`config.mk`:
```
export PLATFORM = sky130hd
export DESIGN_NAME = hp_bus_probe
export DESIGN_NICKNAME = d
export VERILOG_FILES = /design/src/rtl/hp_probe_pkg.sv /design/src/rtl/hp_probe_fifo.sv /design/src/rtl/hp_bus_probe.sv
export SDC_FILE = /design/constraint.sdc
export NUM_CORES = 2
export LEC_CHECK = 0
export ABC_CLOCK_PERIOD_IN_PS = 2300
export CAP_MARGIN = 20
export CORE_ASPECT_RATIO = 0.6
export CORE_MARGIN = 2
export CORE_UTILIZATION = 35
export DETAILED_ROUTE_END_ITERATION = 8
export GPL_TIMING_DRIVEN = 0
export PLACE_DENSITY = 0.49
export SYNTH_ARGS = -nofsm -noshare
export SYNTH_HDL_FRONTEND = slang
export SYNTH_SLANG_ARGS = --single-unit
export TNS_END_PERCENT = 5
```
`constraint.sdc`:
```
create_clock -name wb_clk_i -period 2.3 [get_ports wb_clk_i]
set_input_delay 0.345 -clock wb_clk_i [delete_from_list [all_inputs] [get_ports wb_clk_i]]
set_output_delay 0.345 -clock wb_clk_i [all_outputs]
set_load 0.01 [all_outputs]
```
`src/rtl/hp_probe_pkg.sv`:
```
// Shared register map, bit positions and FSM encoding for the HP-35 bus probe.
package hp_probe_pkg;

  localparam logic [7:0] REG_CTRL    = 8'h00;
  localparam logic [7:0] REG_STATUS  = 8'h04;
  localparam logic [7:0] REG_POP     = 8'h08;
  localparam logic [7:0] REG_CH_BASE = 8'h40;

  localparam int unsigned CTRL_ARM    = 0;
  localparam int unsigned CTRL_CONT   = 1;
  localparam int unsigned CTRL_CLEAR  = 2;
  localparam int unsigned CTRL_IRQ_EN = 3;

  localparam int unsigned ST_BUSY  = 4;
  localparam int unsigned ST_OVF   = 5;
  localparam int unsigned ST_SHORT = 6;

  typedef enum logic [1:0] {IDLE, WAIT, CAP} probe_state_e;

  function automatic int unsigned cnt_width(int unsigned depth);
    return $clog2(depth) + 1;
  endfunction

endpackage

```
`src/rtl/hp_probe_fifo.sv`:
```
// Frame FIFO for the bus probe; head frame is presented combinationally on dout.
module hp_probe_fifo
  import hp_probe_pkg::*;
#(
  parameter int unsigned FW    = 336,
  parameter int unsigned DEPTH = 2
) (
  input  logic                        clk,
  input  logic                        rst_n,
  input  logic                        push,
  input  logic                        pop,
  input  logic                        clr,
  input  logic [FW-1:0]               din,
  output logic [FW-1:0]               dout,
  output logic [cnt_width(DEPTH)-1:0] count,
  output logic                        full,
  output logic                        empty
);

  localparam int unsigned CW = cnt_width(DEPTH);
  localparam int unsigned PW = (DEPTH > 1) ? $clog2(DEPTH) : 1;

  logic [FW-1:0] mem [DEPTH];
  logic [PW-1:0] wr_ptr, rd_ptr;
  logic          do_push, do_pop;

  function automatic logic [PW-1:0] nxt(input logic [PW-1:0] p);
    return (p == PW'(DEPTH - 1)) ? '0 : p + PW'(1);
  endfunction

  assign full    = (count == CW'(DEPTH));
  assign empty   = (count == '0);
  // A pop in the same cycle frees the slot, so a push into a full FIFO still lands.
  assign do_pop  = pop & ~empty;
  assign do_push = push & (~full | do_pop);
  assign dout    = empty ? '0 : mem[rd_ptr];

  always_ff @(posedge clk or negedge rst_n) begin
    if (!rst_n) begin
      wr_ptr <= '0;
      rd_ptr <= '0;
      count  <= '0;
      for (int unsigned i = 0; i < DEPTH; i++) mem[i] <= '0;
    end else if (clr) begin
      wr_ptr <= '0;
      rd_ptr <= '0;
      count  <= '0;
    end else begin
      if (do_push) begin
        mem[wr_ptr] <= din;
        wr_ptr      <= nxt(wr_ptr);
      end
      if (do_pop) rd_ptr <= nxt(rd_ptr);
      case ({do_push, do_pop})
        2'b10:   count <= count + CW'(1);
        2'b01:   count <= count - CW'(1);
        default: count <= count;
      endcase
    end
  end

endmodule

```
`src/rtl/hp_bus_probe.sv`:
```
// Wishbone-mapped capture engine framing HP-35 serial word buses on sync and phi2.
module hp_bus_probe
  import hp_probe_pkg::*;
#(
  parameter int unsigned NCH       = 6,
  parameter int unsigned WORD_BITS = 56,
  parameter int unsigned DEPTH     = 2
) (
  input  logic           wb_clk_i,
  input  logic           wb_rst_ni,
  input  logic           wbs_cyc_i,
  input  logic           wbs_stb_i,
  input  logic           wbs_we_i,
  input  logic [3:0]     wbs_sel_i,
  input  logic [7:0]     wbs_adr_i,
  input  logic [31:0]    wbs_dat_i,
  output logic           wbs_ack_o,
  output logic [31:0]    wbs_dat_o,
  input  logic           phi2_in,
  input  logic           sync_in,
  input  logic [NCH-1:0] ch_in,
  output logic           irq_o
);

  localparam int unsigned CW = cnt_width(DEPTH);
  localparam int unsigned FW = NCH * WORD_BITS;
  localparam int unsigned BW = $clog2(WORD_BITS);

  probe_state_e                      state;
  logic                              phi2_q, sync_q;
  logic                              bit_stb, sync_fall;
  logic [BW-1:0]                     bit_cnt;
  logic [NCH-1:0][WORD_BITS-1:0]     shreg;
  logic [NCH-1:0][WORD_BITS-1:0]     head;
  logic                              push_pend;
  logic                              continuous, irq_en, ovf, short_err;
  logic [CW-1:0]                     count;
  logic                              full, empty;
  logic [3:0]                        cnt4;

  logic        req, wr, rd;
  logic        ctrl_wr, status_wr, pop_wr, arm, clear;
  logic [31:0] rdata;
  logic [63:0] word64;

  assign bit_stb   = phi2_in & ~phi2_q;
  assign sync_fall = sync_q & ~sync_in;

  assign req       = wbs_cyc_i & wbs_stb_i & ~wbs_ack_o;
  assign wr        = req & wbs_we_i & wbs_sel_i[0];
  assign rd        = req & ~wbs_we_i;
  assign ctrl_wr   = wr & (wbs_adr_i == REG_CTRL);
  assign status_wr = wr & (wbs_adr_i == REG_STATUS);
  assign pop_wr    = wr & (wbs_adr_i == REG_POP);
  assign arm       = ctrl_wr & wbs_dat_i[CTRL_ARM];
  assign clear     = ctrl_wr & wbs_dat_i[CTRL_CLEAR];
  assign cnt4      = 4'(count);

  hp_probe_fifo #(.FW(FW), .DEPTH(DEPTH)) u_fifo (
    .clk   (wb_clk_i),
    .rst_n (wb_rst_ni),
    .push  (push_pend),
    .pop   (pop_wr),
    .clr   (clear),
    .din   (shreg),
    .dout  (head),
    .count (count),
    .full  (full),
    .empty (empty)
  );

  always_comb begin
    rdata  = '0;
    word64 = '0;
    for (int unsigned c = 0; c < NCH; c++)
      if (32'(wbs_adr_i[5:3]) == c) word64[WORD_BITS-1:0] = head[c];
    if (wbs_adr_i == REG_CTRL)
      rdata = 32'({irq_en, 1'b0, continuous, 1'b0});
    else if (wbs_adr_i == REG_STATUS)
      rdata = 32'({short_err, ovf, (state != IDLE), cnt4});
    else if (wbs_adr_i[7:6] == REG_CH_BASE[7:6] && wbs_adr_i[1:0] == 2'b00)
      rdata = wbs_adr_i[2] ? word64[63:32] : word64[31:0];
  end

  always_ff @(posedge wb_clk_i or negedge wb_rst_ni) begin
    if (!wb_rst_ni) begin
      state      <= IDLE;
      phi2_q     <= 1'b0;
      sync_q     <= 1'b0;
      bit_cnt    <= '0;
      shreg      <= '0;
      push_pend  <= 1'b0;
      continuous <= 1'b0;
      irq_en     <= 1'b0;
      ovf        <= 1'b0;
      short_err  <= 1'b0;
      wbs_ack_o  <= 1'b0;
      wbs_dat_o  <= '0;
      irq_o      <= 1'b0;
    end else begin
      phi2_q    <= phi2_in;
      sync_q    <= sync_in;
      push_pend <= 1'b0;
      wbs_ack_o <= req;
      wbs_dat_o <= rd ? rdata : '0;
      irq_o     <= irq_en & (count != '0);

      if (ctrl_wr) begin
        continuous <= wbs_dat_i[CTRL_CONT];
        irq_en     <= wbs_dat_i[CTRL_IRQ_EN];
      end
      if (status_wr) begin
        if (wbs_dat_i[ST_OVF])   ovf       <= 1'b0;
        if (wbs_dat_i[ST_SHORT]) short_err <= 1'b0;
      end
      if (push_pend && full && !pop_wr) ovf <= 1'b1;

      case (state)
        IDLE: if (arm) state <= WAIT;
        WAIT: if (sync_fall) begin
          state   <= CAP;
          bit_cnt <= '0;
        end
        CAP: begin
          // A sync fall mid-word wins over a coincident bit strobe.
          if (sync_fall) begin
            bit_cnt   <= '0;
            short_err <= 1'b1;
          end else if (bit_stb) begin
            for (int unsigned c = 0; c < NCH; c++)
              shreg[c] <= {ch_in[c], shreg[c][WORD_BITS-1:1]};
            if (bit_cnt == BW'(WORD_BITS - 1)) begin
              push_pend <= 1'b1;
              state     <= continuous ? WAIT : IDLE;
            end else begin
              bit_cnt <= bit_cnt + BW'(1);
            end
          end
        end
        default: state <= IDLE;
      endcase

      if (clear) begin
        state     <= IDLE;
        ovf       <= 1'b0;
        short_err <= 1'b0;
        push_pend <= 1'b0;
      end
    end
  end

endmodule

```
Word-level counts from Yosys, hierarchy flattened
Index checks and enable logic that the tools add are counted.
W data, S select, Z words.
{"block": "word_totals", "reg_bits": 1061, "in_bits": 57, "elab_cells": 155, "output_inout_bits": 34}
{"block": "op_classes", "n_addsub": 5, "reduce_logical": 23, "n_eq_ne": 22, "magnitude_cmp": 3, "n_bitwise": 26, "mux": 53}
{"operator": "$mux W336", "n": 5}
{"operator": "$bwmux W672", "n": 1}
{"operator": "$demux W336 S1", "n": 1}
{"operator": "$mux W56", "n": 6}
{"operator": "$mux W32", "n": 5}
{"operator": "$mux W6", "n": 4}
{"operator": "$mux W1", "n": 21}
{"operator": "$ne A3 B3 Y1 const B", "n": 7}
{"operator": "$and A1 B1 Y1", "n": 15}
{"operator": "$mux W2", "n": 7}
{"operator": "$pmux W6 S2", "n": 1}
{"operator": "$reduce_bool A2 Y1", "n": 5}
{"operator": "$reduce_bool A3 Y1", "n": 3}
{"operator": "$eq A8 B3 Y1 const B", "n": 1}
{"operator": "$eq A8 B4 Y1 const B", "n": 1}
{"operator": "$logic_not A8 Y1", "n": 1}
{"operator": "$not A1 Y1", "n": 8}
{"operator": "$add A6 B1 Y6 const B", "n": 1}
{"operator": "$eq A2 B1 Y1 const B", "n": 3}
{"operator": "$eq A2 B2 Y1 const B", "n": 3}
{"operator": "$eq A3 B2 Y1 const B", "n": 2}
{"operator": "$eq A3 B3 Y1 const B", "n": 2}
{"operator": "$eq A6 B6 Y1 const B", "n": 1}
{"operator": "$logic_not A2 Y1", "n": 3}
{"operator": "other kinds (18)", "n": 25}

Depth between registers and ports, before layout
{"block": "depth", "ltp_word": 16, "depth_mapped": 9, "depth_no_buf": 6}

Cells and area by module
A second synthesis with hierarchy kept.
{"block": "unflattened", "hier_cells": 4114, "area_unflattened_um2": 48813.1}
{"module": "hp_probe_fifo", "n_inst": 1, "area_each_um2": 31326.3, "cells_per_inst": 2191, "seq_area_each_um2": 16916.2}
{"module": "hp_bus_probe", "n_inst": 1, "area_each_um2": 17486.8, "cells_per_inst": 1923, "seq_area_each_um2": 9634.2}

Worst setup path before layout
OpenSTA, ideal clock, no wires.
{"block": "synth_timing", "path_kind": "register -> register", "start": "reg wbs_ack_o", "end": "reg u_fifo.mem[631] (netlist bit)", "path_stages_with_launch": 10, "arrival_time_ns": 1.967, "setup_ns": 0.125, "n_path_buf": 4, "required_time_ns": 2.175, "setup_slack_ns": 0.208, "synth_period_minus_slack_ns": 2.092, "path_cell_list": "dfrtp_1 -> and3b_1 -> and4_1 -> buf_4 -> a31oi_4 -> o21ai_2 -> buf_4 -> buf_6 -> buf_8 -> mux2_4"}
{"block": "synth_between", "elab_chain_len": 9, "word_cells_on_any_way": 12, "classes_between": "11 x bitwise; 1 x reduce/logical"}
{"item": "from (decl)", "line_no": "hp_bus_probe.sv:17", "text": "output logic wbs_ack_o,"}
{"item": "from (signal assigned)", "line_no": "hp_bus_probe.sv:104", "text": "wbs_ack_o <= req;"}
{"item": "$not A1 Y1 (*)", "line_no": "hp_bus_probe.sv:49", "text": "assign req = wbs_cyc_i & wbs_stb_i & ~wbs_ack_o;"}
{"item": "$and A1 B1 Y1 (*)", "line_no": "hp_bus_probe.sv:49"}
{"item": "net req", "line_no": "hp_bus_probe.sv:41", "text": "logic req, wr, rd;"}
{"item": "$and A1 B1 Y1 (*) (2 in a row)", "line_no": "hp_bus_probe.sv:50", "text": "assign wr = req & wbs_we_i & wbs_sel_i[0];"}
{"item": "$and A1 B1 Y1", "line_no": "hp_bus_probe.sv:54", "text": "assign pop_wr = wr & (wbs_adr_i == REG_POP);"}
{"item": "$and A1 B1 Y1", "line_no": "hp_probe_fifo.sv:34", "text": "assign do_pop = pop & ~empty;"}
{"item": "$or A1 B1 Y1", "line_no": "hp_probe_fifo.sv:35", "text": "assign do_push = push & (~full | do_pop);"}
{"item": "$and A1 B1 Y1", "line_no": "hp_probe_fifo.sv:35"}
{"item": "$reduce_and A2 Y1 (no line) (*)"}
{"item": "to (signal, indexed assignment)", "line_no": "hp_probe_fifo.sv:50", "text": "mem[wr_ptr] <= din;"}
{"item": "to (decl)", "line_no": "hp_probe_fifo.sv:23", "text": "logic [FW-1:0] mem [DEPTH];"}
The timed path passes the listed nets; every way through them passes the cells marked *.
A chain may end at the register's enable or synchronous reset.

Worst setup path in the final report
{"block": "layout_timing", "start": "in wbs_adr_i[3]", "end": "reg wbs_dat_o[9]"}
{"block": "layout_between", "elab_chain_len": 12, "word_cells_on_any_way": 19, "classes_between": "6 x eq/ne; 11 x mux; 2 x reduce/logical"}
{"item": "from (decl)", "line_no": "hp_bus_probe.sv:15", "text": "input logic [7:0] wbs_adr_i,"}
{"item": "$logic_not A3 Y1", "line_no": "hp_bus_probe.sv:76", "text": "if (32'(wbs_adr_i[5:3]) == c) word64[WORD_BITS-1:0] = head[c];"}
{"item": "$mux W56 (6 in a row)", "line_no": "hp_bus_probe.sv:76"}
{"item": "$mux W32", "line_no": "hp_bus_probe.sv:82", "text": "rdata = wbs_adr_i[2] ? word64[63:32] : word64[31:0];"}
{"item": "$mux W32", "line_no": "hp_bus_probe.sv:81", "text": "else if (wbs_adr_i[7:6] == REG_CH_BASE[7:6] && wbs_adr_i[1:0] == 2'b00)"}
{"item": "$mux W32", "line_no": "hp_bus_probe.sv:79", "text": "else if (wbs_adr_i == REG_STATUS)"}
{"item": "$mux W32 (*)", "line_no": "hp_bus_probe.sv:77", "text": "if (wbs_adr_i == REG_CTRL)"}
{"item": "$mux W32 (*)", "line_no": "hp_bus_probe.sv:105", "text": "wbs_dat_o <= rd ? rdata : '0;"}
{"item": "to (signal assigned)", "line_no": "hp_bus_probe.sv:105"}
{"item": "to (decl)", "line_no": "hp_bus_probe.sv:18", "text": "output logic [31:0] wbs_dat_o,"}
Every way passes the cells marked *; elsewhere a longest branch is shown, timed or not.

==> results.sh <==
export IMPL_drive_above_1_share_pct=45.6
export IMPL_grt_use_total_pct=20.7
export IMPL_violations="negative hold slack, negative setup slack"
export IMPL_ioPinCount=91
export IMPL_critical_path_slowest_cell="a221o_2"
export IMPL_yosysWarnings=0
export IMPL_rsz0062_at_grt="yes"
export IMPL_wire_per_inst_um=27.0
export IMPL_die_h_um=285
export IMPL_relSlewSlack_pct=36.7
export IMPL_hold_viol_final=247
export IMPL_syn_avg_cell_area_um2=14.3
export IMPL_power_mw=38.4
export IMPL_hold_class="input port to asynchronous set/reset pin"
export IMPL_cts_tree="built"
export IMPL_dr_pass1_iters=5
export IMPL_fin_nets=3494
export IMPL_critPathCaptureType="register"
export IMPL_grt_max_degree=167
export IMPL_timing_fmax_mhz=400
export IMPL_worst_path_largest_cell_delay_ns=0.52
export IMPL_worstRegToRegCells=7
export IMPL_filler_cell_count=12165
export IMPL_num_vias=27912
export IMPL_holdWs_ns=-0.172
export IMPL_cp_num_cells=9
export IMPL_critPathKind="input port to register"
export IMPL_max_cap_viol_count=0
export IMPL_clockBufferDepth=3
export IMPL_power_switching_mw=9.16
export IMPL_rows=103
export IMPL_p_leak_nw=28.4
export IMPL_area_growth_pct=19.5
export IMPL_fin_util_pct=42.0
export IMPL_core_area_um2=131000
export IMPL_arrival_ns=3.03
export IMPL_drcViolationCount=0
export IMPL_cts_buffers=103
export IMPL_synth_main_ff_cell="dfrtp_1"
export IMPL_die_area_um2=135000
export IMPL_antenna_found_initial=14
export IMPL_clk_pin_slew_ns=0.06
export IMPL_critical_path_top_delay_family="compound AO/OA/AOI/OAI gates"
export IMPL_ys_seq_elements=1061
export IMPL_p_comb_share_pct=4.7
export IMPL_finalCritPeriodShare_pct=109
export IMPL_grt_pass1_vias=28156
export IMPL_synth_area_um2=46100
export IMPL_status="finished, violations left"
export IMPL_critPathLaunchType="input port"
export IMPL_min_period_ns=2.50
export IMPL_cellInternalPower_mw=29.3
export IMPL_synth_cells=3217
export IMPL_drtAntennaViolNets=0
export IMPL_clock_sinks=1061
export IMPL_p_per_area_nw_per_um2=697
export IMPL_viasPerCell=5.31
export IMPL_worstPathRequired_ns=2.84
export IMPL_report_final_slew_viol_count=0
export IMPL_grt_first_pass_wirelength_um=204000
export IMPL_setup_viol=591
export IMPL_crit_chain="clkdlybuf4s15_2 > buf_6 > or2_2 > buf_2 > buf_4 > a21oi_2 > o211ai_1 > a221o_2 > a22oi_2"
export IMPL_pwr_share_clk_pct=45.7
export IMPL_dp_hpwl_um=99800
export IMPL_cts_htree_levels=3
export IMPL_port_buffers=61
export IMPL_power_share_sequential_pct=49.6
export IMPL_vdd_drop_max_uv=516
export IMPL_gp_congestion=0.919
export IMPL_drtIter0Drc=2412
export IMPL_seq_area_frac_synth_pct=57.6
export IMPL_skew_ns=0.0306
export IMPL_critPathMaxFanout=10
export IMPL_clockRootBuffer="clkbuf_16"
export IMPL_initial_core_util_pct=35.2
export IMPL_worstMarginPinSlew_ns=0.950
export IMPL_die_w_um=473
export IMPL_gr_total_overflow=0
export IMPL_async_flop_share_pct=100
export IMPL_syn_nets=3275
export IMPL_path_buf_inv=4
export IMPL_wl_um=142000
export IMPL_synth_edf_count=0
export IMPL_synth_cell_types=66
export IMPL_setup_ws_ns=-0.198
export IMPL_swShare_pct=23.8
export IMPL_clkLatencyLatePin_ns=0.73
[metal layers]
metal,wire length (µm),track usage [%],vias to the layer above
met4,2870,4.99,0
met2,55500,27.3,594
met5,0,0,-
met1,73700,33.4,14933
li1,-,-,12221
met3,10000,4.95,164
[cell usage in the layout (no fill, tap or decap), types with 7 or more instances in the layout]
cell and n:
dfrtp_1 1058, mux2_2 932, mux2i_1 269, clkbuf_16 116, o21ai_0 97, mux2_4 86
nor2_1 82, buf_4 66, nand2_1 59, clkdlybuf4s50_1 57, a21oi_1 49, clkbuf_1 45
buf_6 40, buf_12 36, buf_2 33, clkbuf_8 31, a21oi_2 27, nor2b_1 25
clkinv_2 22, o21ai_2 19, a221o_1 19, buf_8 18, a211oi_1 18, buf_16 18
o211ai_1 18, a22oi_2 18, mux2i_2 17, o22ai_1 13, o21ai_1 13, a221o_2 13
clkbuf_2 12, mux4_2 12, diode_2 9, nand4_1 9, nand3_1 9, o22ai_2 8
nor2_2 7, mux2i_4 7
[power groups by stage]
| stage | Combinational, mW | Clock, mW | Sequential, mW |
|---|---|---|---|
| 6_report | 1.80 | 17.6 | 19.1 |
| 5_1_grt | 1.97 | 18.8 | 19.1 |
| 4_1_cts | 1.79 | 18.0 | 19.1 |
| 3_5_place_dp | 1.72 | 0 | 19.4 |
| 3_3_place_gp | 1.46 | 0 | 19.5 |
| 2_1_floorplan | 0.770 | 0 | 19.3 |
[layout make-up]
type	instances	area [µm²]	share of cell area, %
flip-flops and latches	1061	26600	48.2
clock inverters	35	333	0.604
clock buffers	149	3100	5.63
inverters	6	22.5	0.0409
plain buffers	217	2130	3.87
well taps	1732	2170	3.93
multi-input cells	1928	19200	34.8
diodes	9	22.5	0.0409
repair buffers	119	1620	2.93
[sequential cells by signal, summed over array words and instances, names as in the netlist, 2 cells and up]
| name | count |
|---|---|
| shreg | 336 |
| u_fifo.count | 2 |
| state | 2 |
| wbs_dat_o | 32 |
| bit_cnt | 6 |
| u_fifo.mem | 672 |
[stage by stage]
step | TNS, ns | instances | area (µm²) | setup slack, ns
6_report | -23.33 | 5256 | 55100 | -0.198
5_1_grt | -59.79 | 5248 | 55100 | -0.196
4_1_cts | -17.62 | 5220 | 54300 | -0.110
3_5_place_dp | -1016.74 | 5022 | 49200 | -2.24
3_3_place_gp | - | 5010 | 48900 | -50.34
2_1_floorplan | 0 | 3217 | 46100 | 0.208
[timing repair]
item | CTS | global route
buffers inserted | 13 | 16
cloned | 2 | 10
pin swaps | 30 | 56
gates resized for setup | 417 | 106
endpoints found under the hold margin | 451 | 77
hold buffers | 4 | 2
setup endpoints to repair | 1051 | 716
[cells by family (layout without fill, tap and decap cells)]
logic type      count (synthesis)  in the layout  share of synthesized area, %
mux                          1323           1323                          32.1
flops                        1061           1061                          57.6
compound gates                363            363                          5.05
simple gates                  240            240                          2.47
buf+inv                       228            526                          2.76
fa+ha+maj                       1              1                        0.0271
xor+xnor                        1              1                        0.0190
other cells                     0              9                             0
[worst reg2reg max path, cell delays in order, from the launching register on]
cell	delay (ns)
dfrtp_2	0.47
buf_12	0.19
buf_16	0.18
mux2i_2	0.17
a21oi_2	0.13
o211ai_1	0.16
a221o_2	0.52
a22oi_2	0.47
[synth_stat cells, drive strengths merged (5+ instances only)]
cell        n  area share [%]
mux2     1018              25
nand3      10            0.11
a221oi      5           0.095
o22ai      21            0.28
a22oi      19            0.31
nor3        7           0.098
clkbuf     55            0.45
o2111ai     5           0.095
inv         6           0.049
o21ai     130             1.4
nor2       90            0.73
nand2      63            0.51
a31oi       7            0.13
o211ai     18            0.29
dfrtp    1061              58
buf       167             2.3
nor2b      27            0.37
nand4       9            0.12
a21oi      76            0.82
mux4       12            0.59
a211oi     20            0.33
mux2i     293             6.4
and2        6           0.081
a221o      34            0.74
and3        7           0.095
[final timing paths]
path                                   end  slack [ns]       startpoint
hold reg to reg            u_fifo.mem[365]        0.50  u_fifo.mem[365]
setup / recovery              wbs_dat_o[9]       -0.20     wbs_adr_i[3]
min in group wb_clk_i               phi2_q        0.09          phi2_in
setup reg to reg              wbs_dat_o[9]       -0.20    u_fifo.rd_ptr
max in group asynchronous        shreg[51]        0.58        wb_rst_ni
hold / removal             u_fifo.mem[138]       -0.17        wb_rst_ni
Power figures use the tool's default switching activity.
